$ cat src/rtl/ddr2_arbit.sv
// DDR2 command-bus arbiter: holds the bus for init, then grants refresh > write > read
// one at a time and registers the owner's command/bank/address toward the PHY.
module ddr2_arbit #(
  parameter int unsigned BA_BITS     = 3,
  parameter int unsigned ADDR_BITS   = 13,
  parameter int unsigned MAX_OWN_CYC = 1023
) (
  input  logic                 ck,
  input  logic                 rst,
  input  logic                 init_end,
  input  logic [3:0]           init_cmd,
  input  logic [BA_BITS-1:0]   init_ba,
  input  logic [ADDR_BITS-1:0] init_addr,
  input  logic                 aref_req,
  output logic                 aref_en,
  input  logic [3:0]           aref_cmd,
  input  logic [ADDR_BITS-1:0] aref_addr,
  input  logic                 aref_end,
  input  logic                 wr_req,
  output logic                 wr_en,
  input  logic [3:0]           wr_cmd,
  input  logic [BA_BITS-1:0]   wr_ba,
  input  logic [ADDR_BITS-1:0] wr_addr,
  input  logic                 wr_end,
  input  logic                 rd_req,
  output logic                 rd_en,
  input  logic [3:0]           rd_cmd,
  input  logic [BA_BITS-1:0]   rd_ba,
  input  logic [ADDR_BITS-1:0] rd_addr,
  input  logic                 rd_end,
  output logic                 aref_pending,
  output logic [3:0]           ddr_cmd,
  output logic [BA_BITS-1:0]   ddr_ba,
  output logic [ADDR_BITS-1:0] ddr_addr,
  output logic                 wdog_err
);

  localparam int unsigned      CNT_W    = $clog2(MAX_OWN_CYC + 1);
  localparam logic [3:0]       CMD_NOP  = 4'b0111;
  localparam logic [CNT_W-1:0] OWN_LAST = CNT_W'(MAX_OWN_CYC - 1);

  typedef enum logic [2:0] {
    S_INIT,
    S_ARBIT,
    S_AREF,
    S_WRITE,
    S_READ
  } state_e;

  state_e                 state_q, state_d;
  logic [CNT_W-1:0]       own_q, own_d;
  logic                   aref_en_q, aref_en_d;
  logic                   wr_en_q, wr_en_d;
  logic                   rd_en_q, rd_en_d;
  logic                   wdog_q, wdog_d;
  logic [3:0]             cmd_q, cmd_d;
  logic [BA_BITS-1:0]     ba_q, ba_d;
  logic [ADDR_BITS-1:0]   addr_q, addr_d;
  logic                   owned_c, end_c;

  // State, grant pulses, watchdog and the single command register stage
  always_ff @(posedge ck or posedge rst) begin
    if (rst) begin
      state_q   <= S_INIT;
      own_q     <= '0;
      aref_en_q <= 1'b0;
      wr_en_q   <= 1'b0;
      rd_en_q   <= 1'b0;
      wdog_q    <= 1'b0;
      cmd_q     <= CMD_NOP;
      ba_q      <= '0;
      addr_q    <= '0;
    end else begin
      state_q   <= state_d;
      own_q     <= own_d;
      aref_en_q <= aref_en_d;
      wr_en_q   <= wr_en_d;
      rd_en_q   <= rd_en_d;
      wdog_q    <= wdog_d;
      cmd_q     <= cmd_d;
      ba_q      <= ba_d;
      addr_q    <= addr_d;
    end
  end

  // Next state, grant decode and command mux
  always_comb begin
    state_d   = state_q;
    own_d     = own_q;
    aref_en_d = 1'b0;
    wr_en_d   = 1'b0;
    rd_en_d   = 1'b0;
    wdog_d    = wdog_q;
    cmd_d     = CMD_NOP;
    ba_d      = '0;
    addr_d    = '0;
    owned_c   = 1'b0;
    end_c     = 1'b0;

    case (state_q)
      S_INIT: begin
        cmd_d  = init_cmd;
        ba_d   = init_ba;
        addr_d = init_addr;
        if (init_end) state_d = S_ARBIT;
      end
      S_ARBIT: begin
        own_d = '0;
        if (aref_req) begin
          state_d   = S_AREF;
          aref_en_d = 1'b1;
        end else if (wr_req) begin
          state_d = S_WRITE;
          wr_en_d = 1'b1;
        end else if (rd_req) begin
          state_d = S_READ;
          rd_en_d = 1'b1;
        end
      end
      S_AREF: begin
        cmd_d   = aref_cmd;
        addr_d  = aref_addr;
        owned_c = 1'b1;
        end_c   = aref_end;
      end
      S_WRITE: begin
        cmd_d   = wr_cmd;
        ba_d    = wr_ba;
        addr_d  = wr_addr;
        owned_c = 1'b1;
        end_c   = wr_end;
      end
      S_READ: begin
        cmd_d   = rd_cmd;
        ba_d    = rd_ba;
        addr_d  = rd_addr;
        owned_c = 1'b1;
        end_c   = rd_end;
      end
      default: state_d = S_INIT;
    endcase

    // Owner release: normal end, or forced when the ownership budget runs out
    if (owned_c) begin
      own_d = own_q + CNT_W'(1);
      if (end_c) begin
        state_d = S_ARBIT;
      end else if (own_q == OWN_LAST) begin
        state_d = S_ARBIT;
        wdog_d  = 1'b1;
      end
    end
  end

  assign aref_pending = ((state_q == S_WRITE) || (state_q == S_READ)) && aref_req;
  assign aref_en      = aref_en_q;
  assign wr_en        = wr_en_q;
  assign rd_en        = rd_en_q;
  assign wdog_err     = wdog_q;
  assign ddr_cmd      = cmd_q;
  assign ddr_ba       = ba_q;
  assign ddr_addr     = addr_q;

endmodule

$ cat config.mk
export PLATFORM = sky130hd
export DESIGN_NAME = ddr2_arbit
export DESIGN_NICKNAME = d
export VERILOG_FILES = /design/src/rtl/ddr2_arbit.sv
export SDC_FILE = /design/constraint.sdc
export NUM_CORES = 1
export LEC_CHECK = 0
export ABC_AREA = 0
export ABC_CLOCK_PERIOD_IN_PS = 2700
export BUFFER_PORTS_ARGS = -buffer_cell sky130_fd_sc_hd__buf_4
export CAP_MARGIN = 20
export CORE_MARGIN = 8
export CORE_UTILIZATION = 47
export DETAILED_ROUTE_END_ITERATION = 7
export PLACE_DENSITY = 0.91
export SLEW_MARGIN = 0
export SYNTH_ARGS = -nofsm -noshare
export SYNTH_HDL_FRONTEND = slang
export SYNTH_SLANG_ARGS = --single-unit
$ cat constraint.sdc
create_clock -name ck -period 2.7 [get_ports ck]
set_input_delay 0.27 -clock ck [delete_from_list [all_inputs] [get_ports ck]]
set_output_delay 0.27 -clock ck [all_outputs]
set_load 0.02 [all_outputs]
# After elaboration in Yosys (flattened, before gate mapping)
# Index checks and enable logic that the tools add are counted.
# op_classes
n_reduce_logical	6
n_div	0
n_addsub	1
eq_ne	5
n_shift	0
n_mux	24
order_cmp	0
bitwise_logic	1
n_mul	0
# op_table
cell	n
case mux 13 bit (4 select lines)	1
two-way mux 3 bit	7
two-way mux 10 bit	2
case mux 3 bit (3 select lines)	2
case mux 4 bit (4 select lines)	1
adder 10 x 1 -> 10 bit, second input constant	1
equality test 10 bit, second input constant	1
two-way mux 1 bit	10
equality test 3 x 2 -> 1 bit, second input constant	2
equality test 3 x 1 -> 1 bit, second input constant	1
equality test 3 bit, second input constant	1
zero test 3 bit	1
case mux 1 bit (3 select lines)	1
AND reduction 3 bit	1
OR reduction 3 bit	1
nonzero test 2 bit	1
logical AND 1 bit	1
logical OR 1 bit	1
inverter 1 bit	1
# totals
mem_count	0
word_cells	46
latch_bits	0
output_inout_bits	25
register_bits	37
mem_bits_ro	0
ramBits	0
input_bits	86

# Longest topological paths before layout
# Gate-level depths: netlist of run 1.
# depth
ltp_word	7
mapped_depth	7
ltp_nobuf	6

# Worst setup path after synthesis of run 1
# No wires, ideal clock.
# synth_path
kind	register to output
startpoint	register state_q[0]
endpoint	output aref_pending
required_ps	2430
setup_slack_ps	1299
arrival_time_ps	1131
n_path_buf	2
stages_incl_launch_ff	6
cell_sequence	dfrtp_1 > buf_6 > and3b_1 > buf_2 > nor2_1 > nor2_1
# synth_between
elab_chain_len	3
word_cells_on_any_way	4
cone_classes	eq/ne: 2; reduce/logical: 2
# synth_lines
item	line_no	rtl
start, declared	50	state_e state_q, state_d;
start signal, assigned	74	state_q <= state_d;
equality test 3 x 2 -> 1 bit / equality test 3 bit (equally long branches)	155	assign aref_pending = ((state_q == S_WRITE) || (state_q == S_READ)) && aref_req;
logical OR 1 bit (*)	155	
logical AND 1 bit (*)	155	
end, declared	31	output logic aref_pending,
# Mark *: on every way between the ends. The rest lies on a longest branch, timed or not.

# Final worst setup path of run 1
# layout_path
startpoint	register state_q[2]
endpoint	output aref_pending
# The elaborated chain is that of the path after synthesis.

==> reports/qor.yml, run 1 <==
numCtsBuffers: 5
fin_crit_ps: 2060
cts_max_path_buffers: 2
firstDrtPassIters: 4
place_congestion: 0.822
status: "finished clean"
placed_area_um2: 2900
syn_nets: 308
grt_usage_pct: 17.6
final_cell_area_um2: 2990
hp-class: "primary input to async pin"
syn_to_final_growth_pct: 44.5
grt_pass1_wl_um: 9290
synth_flop_cell: "dfrtp_1"
drc_errors: 0
timing.rr.end: "own_q[7]"
crit_path_max_incr_delay_ps: 810
finalPower_w: 0.00271
tightest_slew_ps: 716
antenna_found_initial: 0
insertion_delay_ps: 290
cts_tree: "done"
cp_slowest_cell: "dfrtp_1"
cp-end-kind: "output port"
io_pins: 111
grt-ovfl-total: 0
portBuffers: 110
worstRegToRegCells: 4
wl_um: 6470
start_kind: "register"
netlist.area_leader.share_pct: 41.1
period_share_pct: 76.4
reg2reg_slack_ps: 830
core_um2: 4290
ys_ff_latch: 37
antenna_left: 0
ctsHtreeMaxLevel: 2
crit_top_cell: "nor2_1"
yosys-top-cells-count: "dfrtp_1, nand2_1, a21oi_1, mux2i_1, nor2_1"
crit_fanout: 23
synth.most_common_cell: "dfrtp_1"
cap_violations: 0
powerDensity_nw_per_um2: 905
cts_root_buf: "clkbuf_8"
critPathKind: "register to output port"
timing.rr.start: "state_q[2]"
die_h_um: 82.4
hold_viol_final: 0
path_clk_slew_ps: 70
finalSetupTns_ps: 0
synthDistinctLibCells: 41
fp.dieW_um: 82.4
dr.first_iter.drc_count: 151
drv_slew: 0
syn_area_um2: 2070
ctsResizeCount: 0
vias: 2082
cts.sinks: 37
synthArstFlopShare_pct: 100
ir_drop_v: 0.000541
max_freq_mhz: 485
post_cts_buffers: 0
synth_top_cell_by_area: "dfrtp_1"
cp.arrival_ps: 1790
place_hpwl_um: 5040
cp_top_family: "flip-flops"
rsz0062_at_grt: "false"
layout.nets: 416
path_cells: "nor3b_2 -> nor2_1 -> nor2_1 -> buf_4"
syn-instance-count: 220
synth_edf_count: 0
routed_via_density: 5.46
hold_ws_ps: 84.0
start_util_pct: 48.2
yosysWarnings: 0
grt_pass1_vias: 2021
syn_avg_cell_area_um2: 9.41
holdBufCountCts: 0
ys_seq_area_share_pct: 44.9
slew_headroom_pct: 52.2
layout-drive-gt1-share_pct: 39.2
grt_max_degree: 38
p_leak_nw: 1.52
wl_per_cell_um: 17.0
setup_viol: 0
row_count: 24
required_ps: 2430
skew_ps: 5.88
n_antenna_cell: 0
dieArea_um2: 6790
yosys-top-cells-area: "dfrtp_1, mux2i_1, a21oi_1"
crit_buf_inv: 1
cell usage in the layout, fill, tap and decap left out, drive strengths merged:
cell type  netlist  routed
dfstp            3       3
or2              1       1
a41oi            1       1
nor2b            2       2
a31oi            1       1
xnor2            1       1
a41o             1       1
o31ai            1       1
and3b            1       1
o311ai           2       2
a31o             1       1
o2111ai          1       1
nand3b           4       4
nor3             3       3
a211oi           1       1
nand2           26      26
or3              1       1
mux2             1       1
nand2b           3       3
and2             1       1
clkbuf           2       8
inv              5       5
nor2            21      21
o21ai           21      21
dfrtp           34      34
and3             5       5
xor2             1       1
ha               2       2
nand3            5       5
nor3b            2       2
o22a             4       4
a21oi           25      25
buf             12     115
mux2i           25      25
how the worst max path moves through the flow:
| stage | to | slack [ps] | from | cells past startpoint |
|---|---|---|---|---|
| detailed placement | own_q[7] | 830 | state_q[2] | 4 |
| CTS | aref_pending | 630 | state_q[2] | 4 |
| floorplan | aref_pending | 1300 | state_q[0] | 5 |
| global route | aref_pending | 560 | state_q[2] | 4 |
| finish | aref_pending | 640 | state_q[2] | 4 |
| global placement | own_q[7] | 930 | state_q[2] | 4 |
per-layer routing:
| layer | track usage, % | part of all wire [%] | vias to the layer above |
|---|---|---|---|
| met1 | 20.7 | 39 | 970 |
| met3 | 4.76 | 9.2 | 17 |
| li1 | - | - | 988 |
| met5 | 0 | 0 | - |
| met4 | 7.54 | 3.0 | 0 |
| met2 | 29.3 | 48 | 107 |
per-stage QoR:
stage / setup slack (ps) / instances / utilization (%)
after detailed placement: 827 / 373 / 67.6
final: 637 / 381 / 69.7
after global routing: 559 / 381 / 69.7
after floorplan: 1300 / 220 / -
after CTS: 631 / 381 / 69.7
after global placement: 930 / 373 / 67.6
final cells by class:
class                   count  area (um^2)
well taps                  52         65.1
multi-input cells         164         1020
repair buffers            115          863
inverters                   5         18.8
fillers                   316         1300
flip-flops and latches     37          930
clock buffers               8         90.1
kinds of logic after synthesis:
group           count (synthesis)  synth area share (%)
fa+ha+maj                       2                  1.21
simple gates                   75                  17.6
mux                            26                  12.6
compound gates                 59                  17.2
xor+xnor                        2                 0.846
flops                          37                  44.9
buf+inv                        19                  5.62
worst register-to-register path: cells and delay by family (launching register included):
family             cells  cell delay, ps
AOI/OAI and AO/OA      2             460
and+or+nand+nor        2             490
DFF                    1             810
state kept, by name (all words and copies together) (netlist names):
name	cells
ddr_cmd	4
wr_en	1
rd_en	1
wdog_err	1
ddr_addr	13
ddr_ba	3
state_q	3
aref_en	1
own_q	10
power by group:
| group | switching [W] | internal, W | leakage [nW] |
|---|---|---|---|
| combinational | 0.000779 | 0.000606 | 1.01 |
| clock | 0.000189 | 0.000208 | 0.0455 |
| sequential | 0.000164 | 0.000761 | 0.468 |
| total | 0.00113 | 0.00158 | 1.52 |
Note: power is estimated with default switching activity, not from simulation.
==> run 2: changes to the inputs <==
==> config.mk (replaced) <==
export PLATFORM = sky130hd
export DESIGN_NAME = ddr2_arbit
export DESIGN_NICKNAME = d
export VERILOG_FILES = /design/src/rtl/ddr2_arbit.sv
export SDC_FILE = /design/constraint.sdc
export NUM_CORES = 1
export LEC_CHECK = 0
export ABC_AREA = 1
export ABC_CLOCK_PERIOD_IN_PS = 1900
export BUFFER_PORTS_ARGS = -buffer_cell sky130_fd_sc_hd__buf_4
export CAP_MARGIN = 20
export CORE_MARGIN = 8
export CORE_UTILIZATION = 44
export DETAILED_ROUTE_END_ITERATION = 7
export PLACE_DENSITY = 0.88
export SLEW_MARGIN = 0
export SYNTH_ARGS = -nofsm -noshare
export SYNTH_HDL_FRONTEND = slang
export SYNTH_SLANG_ARGS = --single-unit
==> constraint.sdc (replaced) <==
create_clock -name ck -period 1.9 [get_ports ck]
set_input_delay 0.19 -clock ck [delete_from_list [all_inputs] [get_ports ck]]
set_output_delay 0.19 -clock ck [all_outputs]
set_load 0.02 [all_outputs]
==> run 2 against run 1 <==
Net effect:
- final cell count is 14% higher
- clock power is 79% higher
- combinational power increased by 34%
- global-route usage grew 1.1 points
- largest power group unchanged
- non-clock buffer count unchanged
- wire length down 1.4%
- critical path depth grew 2
- synthesized area shrank 4.5%
- sequential power up 31%
- via count is 5.6% higher
- power rose by 40%
==> reports/qor.yml, run 2 <==
status: "finished clean"
io_pins: 111
grt_pass1_vias: 2332
numCtsBuffers: 5
start_util_pct: 45.4
switchingPower_w: 0.00157
netlist.area_leader.share_pct: 43.0
hold_ws_ps: 16.0
wl_um: 6380
timing.rr.start: "state_q[0]"
syn_area_um2: 1980
power.share.switching_pct: 41.5
yosys-top-cells-area: "dfrtp_1, nand2_1, nand4_1"
slew_headroom_pct: 68.9
firstDrtPassIters: 5
cp_top_family: "flip-flops"
tightest_slew_ps: 466
vias: 2199
cts_root_buf: "clkbuf_8"
grtUsageMet2_pct: 33.2
fin_crit_ps: 1710
setup_viol: 0
insertion_delay_ps: 290
largest_reg_flops: 13
yosys-top-cells-count: "nand2_1, dfrtp_1, inv_1"
layout.nets: 471
place_hpwl_um: 4990
wl_per_cell_um: 14.6
hold_viol_final: 0
dieArea_um2: 6890
dr.first_iter.drc_count: 166
place_congestion: 0.852
required_ps: 1710
final_cell_mix: "nand2_1, buf_4, dfrtp_1, inv_1, nand4_1"
p_comb_share_pct: 49.3
synthDistinctLibCells: 21
n_antenna_cell: 0
ys_seq_area_share_pct: 47.0
grt_usage_pct: 18.7
path_cells: "inv_1 -> nand2_2 -> nor2_4 -> inv_1 -> a21oi_1 -> buf_4"
syn-instance-count: 269
path_clk_slew_ps: 80
p_leak_nw: 1.60
synth_flop_cell: "dfrtp_1"
p_int_w: 0.00221
synth.most_common_cell: "nand2_1"
period_share_pct: 89.8
syn_to_final_growth_pct: 50.9
skew_ps: 4.44
finalSetupTns_ps: 0
max_freq_mhz: 586
hp-class: "primary input to async pin"
drc_errors: 0
post_cts_buffers: 0
routed_via_density: 5.04
grt_use_met1_pct: 20.0
grt_pass1_wl_um: 10800
cp_slowest_cell: "dfrtp_1"
cts_max_path_buffers: 2
rsz0062_at_grt: "false"
fill_cells: 369
portBuffers: 110
seqPwrFrac_pct: 32.0
crit_path_max_incr_delay_ps: 430
crit_buf_inv: 3
pwr-share-clk_pct: 18.8
grt_max_degree: 38
crit_top_cell: "inv_1"
die_h_um: 83.0
multi_input_comb_area_um2: 893
crit_fanout: 5
core_um2: 4350
cts.sinks: 37
fp.dieW_um: 83.0
synthArstFlopShare_pct: 100
reg2reg_slack_ps: 430
start_kind: "register"
row_count: 24
busiest_layer: "met2"
antenna_found_initial: 0
critPathKind: "register to output port"
cp_num_cells: 6
synth_edf_count: 0
cts_tree: "done"
powerDensity_nw_per_um2: 1270
timing.rr.end: "wdog_err"
drv_slew: 0
ys_ff_latch: 37
syn_nets: 357
syn_avg_cell_area_um2: 7.35
final_common_cell: "nand2_1"
layout-drive-gt1-share_pct: 36.5
cp.arrival_ps: 1520
regArea_um2: 930
ir_drop_v: 0.000634
holdBufCountCts: 0
grtUsageMet3_pct: 7.52
startpoint: "state_q[2]"
antenna_left: 0
worstRegToRegCells: 7
ctsHtreeMaxLevel: 2
synth_top_cell_by_area: "dfrtp_1"
cap_violations: 0
grt-ovfl-total: 0
yosysWarnings: 0
cp-end-kind: "output port"
[run 2: worst max-delay path by stage]
stage	end	slack, ps
2_1_floorplan	aref_pending	630
3_3_place_gp	ddr_cmd[1]	540
3_5_place_dp	ddr_cmd[1]	450
4_1_cts	aref_pending	110
5_1_grt	aref_pending	3
6_report	aref_pending	190
[run 2: kinds of logic after synthesis]
group	share of synthesized area, %
adder cells (fa/ha/maj)	1.27
AND/OR/NAND/NOR	37.7
buffers and inverters	8.29
AO/OA/AOI/OAI	5.76
flip-flops	47.0
[run 2: timing repair]
item                                   CTS  global route
setup endpoints to repair                0             1
gates resized for setup                  0             1
endpoints found under the hold margin    0             0
[run 2: per-layer routing]
layer  vias to the layer above  routed length [um]
li1                       1079                   -
met1                      1019                2500
met2                        91                3280
met3                        10                 512
met4                         0                  88
met5                         -                   0
[run 2: worst reg2reg max path, stage by stage (launching register included)]
cell,delay [ps]
dfrtp_1,440
nor2_2,180
nand2_1,120
nand2_2,250
inv_1,140
nor2_1,150
nand2_1,80
nand2_1,60
[run 2: layout make-up]
| class | instances | area share, % |
|---|---|---|
| sequential | 37 | 31.2 |
| multi-input combinational | 194 | 29.9 |
| timing repair buffer | 115 | 28.9 |
| inverter | 30 | 3.77 |
| clock buffer | 6 | 2.77 |
| tap | 52 | 2.18 |
| clock inverter | 2 | 1.26 |
[run 2: through the flow]
step	cell area (um^2)	utilization, %	std cells	total power [W]	setup WS, ps
after floorplan	1980	-	269	0.00232	627
after global placement	2860	65.7	428	0.00301	540
after detailed placement	2860	65.7	428	0.00306	451
after CTS	2980	68.4	436	0.00380	112
after global routing	2980	68.5	436	0.00406	3.35
final	2980	68.5	436	0.00378	193
[run 2: power groups by stage]
stage          combinational (W)  sequential (W)  clock, W
6_report                 0.00186         0.00121  0.000709
5_1_grt                  0.00206         0.00124  0.000768
4_1_cts                  0.00186         0.00121  0.000727
3_5_place_dp             0.00184         0.00122         0
3_3_place_gp             0.00180         0.00121         0
2_1_floorplan           0.000846         0.00147         0
==> run 3: changes to the inputs <==
--- a/config.mk
+++ b/config.mk
@@ -10,9 +10,10 @@
 export BUFFER_PORTS_ARGS = -buffer_cell sky130_fd_sc_hd__buf_4
 export CAP_MARGIN = 20
 export CORE_MARGIN = 8
-export CORE_UTILIZATION = 44
+export CORE_UTILIZATION = 46
+export CTS_BUF_LIST = sky130_fd_sc_hd__clkbuf_8
 export DETAILED_ROUTE_END_ITERATION = 7
-export PLACE_DENSITY = 0.88
+export PLACE_DENSITY = 0.91
 export SLEW_MARGIN = 0
 export SYNTH_ARGS = -nofsm -noshare
 export SYNTH_HDL_FRONTEND = slang
==> run 3 against run 2 <==
Net effect:
- count of clock-buffer cells in the layout is the same
- largest cell class unchanged
- wire length down 3.4%
- die area fell by 3.5%
- clock skew is essentially flat
- power down 5.5%
- critical path depth unchanged
- utilization rose by 0.94 points
- design area shrank 1.4%
- global-route usage grew 0.80 points
- highest routed layer unchanged
- non-clock buffer count shrank 1
- setup slack got worse by 26 ps
- worst hold slack worse by 4.6 ps
==> reports/qor.yml, run 3 (same netlist as run 2, synthesis figures left out) <==
slew_headroom_pct: 69.3
grt_usage_pct: 19.5
holdBufCountCts: 0
drv_slew: 0
start_util_pct: 46.7
fp.dieW_um: 81.6
post_cts_buffers: 0
max_freq_mhz: 577
fin_ws_ps: 167
portBuffers: 110
cts_tree: "done"
ctsResizeCount: 0
critPathKind: "register to output port"
syn_to_final_growth_pct: 48.8
start_kind: "register"
largest_reg_flops: 13
cts_root_buf: "clkbuf_8"
firstDrtPassIters: 4
insertion_delay_ps: 280
vias: 2152
antenna_found_initial: 0
grt_pass1_vias: 2211
ir_drop_v: 0.000603
routed_via_density: 4.95
grt_pass1_wl_um: 10200
layout.nets: 470
required_ps: 1710
powerDensity_nw_per_um2: 1210
finalSetupTns_ps: 0
numCtsBuffers: 5
cts.sinks: 37
skew_ps: 4.27
grt-ovfl-total: 0
layout-drive-gt1-share_pct: 35.8
fill_cells: 354
grt_max_degree: 38
fin_crit_ps: 1730
cp.arrival_ps: 1540
cts_max_path_buffers: 2
crit_fanout: 5
final_cell_mix: "nand2_1, buf_4, dfrtp_1, inv_1, nand4_1"
final_common_cell: "nand2_1"
core_um2: 4230
n_antenna_cell: 0
hp-class: "primary input to async pin"
io_pins: 111
tightest_slew_ps: 460
rsz0062_at_grt: "false"
setup_viol: 0
p_leak_nw: 1.59
place_ws_ps: 475
die_h_um: 81.6
wl_um: 6160
place_hpwl_um: 4940
row_count: 24
hold_ws_ps: 11.4
dr.first_iter.drc_count: 149
status: "finished clean"
drc_errors: 0
ctsHtreeMaxLevel: 2
wl_per_cell_um: 14.2
antenna_left: 0
dieArea_um2: 6650
path_clk_slew_ps: 70
period_share_pct: 91.2
place_congestion: 0.861
cap_violations: 0
cp-end-kind: "output port"
hold_viol_final: 0
## run 3: power breakdown
part	internal, W	leakage [nW]	total (W)	switching (W)
registers	0.00108	0.471	0.00121	0.000134
logic	0.000690	1.07	0.00182	0.00113
clock network	0.000285	0.0538	0.000538	0.000254
total	0.00205	1.59	0.00357	0.00152
## run 3: path summary, 6_finish.rpt
check	slack (ps)	depth (start not counted)	start	to
setup / recovery	170	6	state_q[2]	aref_pending
hold / removal	10	3	rst	aref_en
setup reg to reg	470	8	state_q[2]	ddr_cmd[2]
hold reg to reg	490	2	wdog_err	wdog_err
max in group asynchronous	1540	3	rst	ddr_cmd[2]
min in group ck	90	2	aref_req	wr_en
## run 3: critical path, cell delays in order (launching register included)
cell and delay, ps:
dfrtp_1 430, inv_1 120, nand2_2 90, nor2_2 230, inv_1 90, a21oi_1 140, buf_4 160
## run 3: area by class of cell
| class | count | area [um^2] | share of cell area [%] |
|---|---|---|---|
| Sequential cell | 37 | 930 | 31.6 |
| Multi-Input combinational cell | 194 | 888 | 30.2 |
| Timing Repair Buffer | 114 | 856 | 29.1 |
| Inverter | 30 | 113 | 3.83 |
| Clock buffer | 6 | 82.6 | 2.81 |
| Tap cell | 52 | 65.1 | 2.21 |
| Clock inverter | 2 | 7.51 | 0.255 |
## run 3: through the flow
stage / total power (W) / utilization, % / cell area (um^2) / instances
finish: 0.00357 / 69.5 / 2940 / 435
global route: 0.00384 / 69.5 / 2940 / 435
CTS: 0.00360 / 69.5 / 2940 / 435
detailed placement: 0.00305 / 67.3 / 2850 / 427
global placement: 0.00298 / 67.3 / 2850 / 427
floorplan: 0.00232 / - / 1980 / 269
## run 3: metal layers
metal | up-vias | share of wire (%) | GRT usage [%]
li1 | 1077 | - | -
met1 | 982 | 36 | 21.8
met2 | 88 | 53 | 33.3
met3 | 5 | 9.7 | 7.11
met4 | 0 | 1.2 | 6.79
met5 | - | 0 | 0
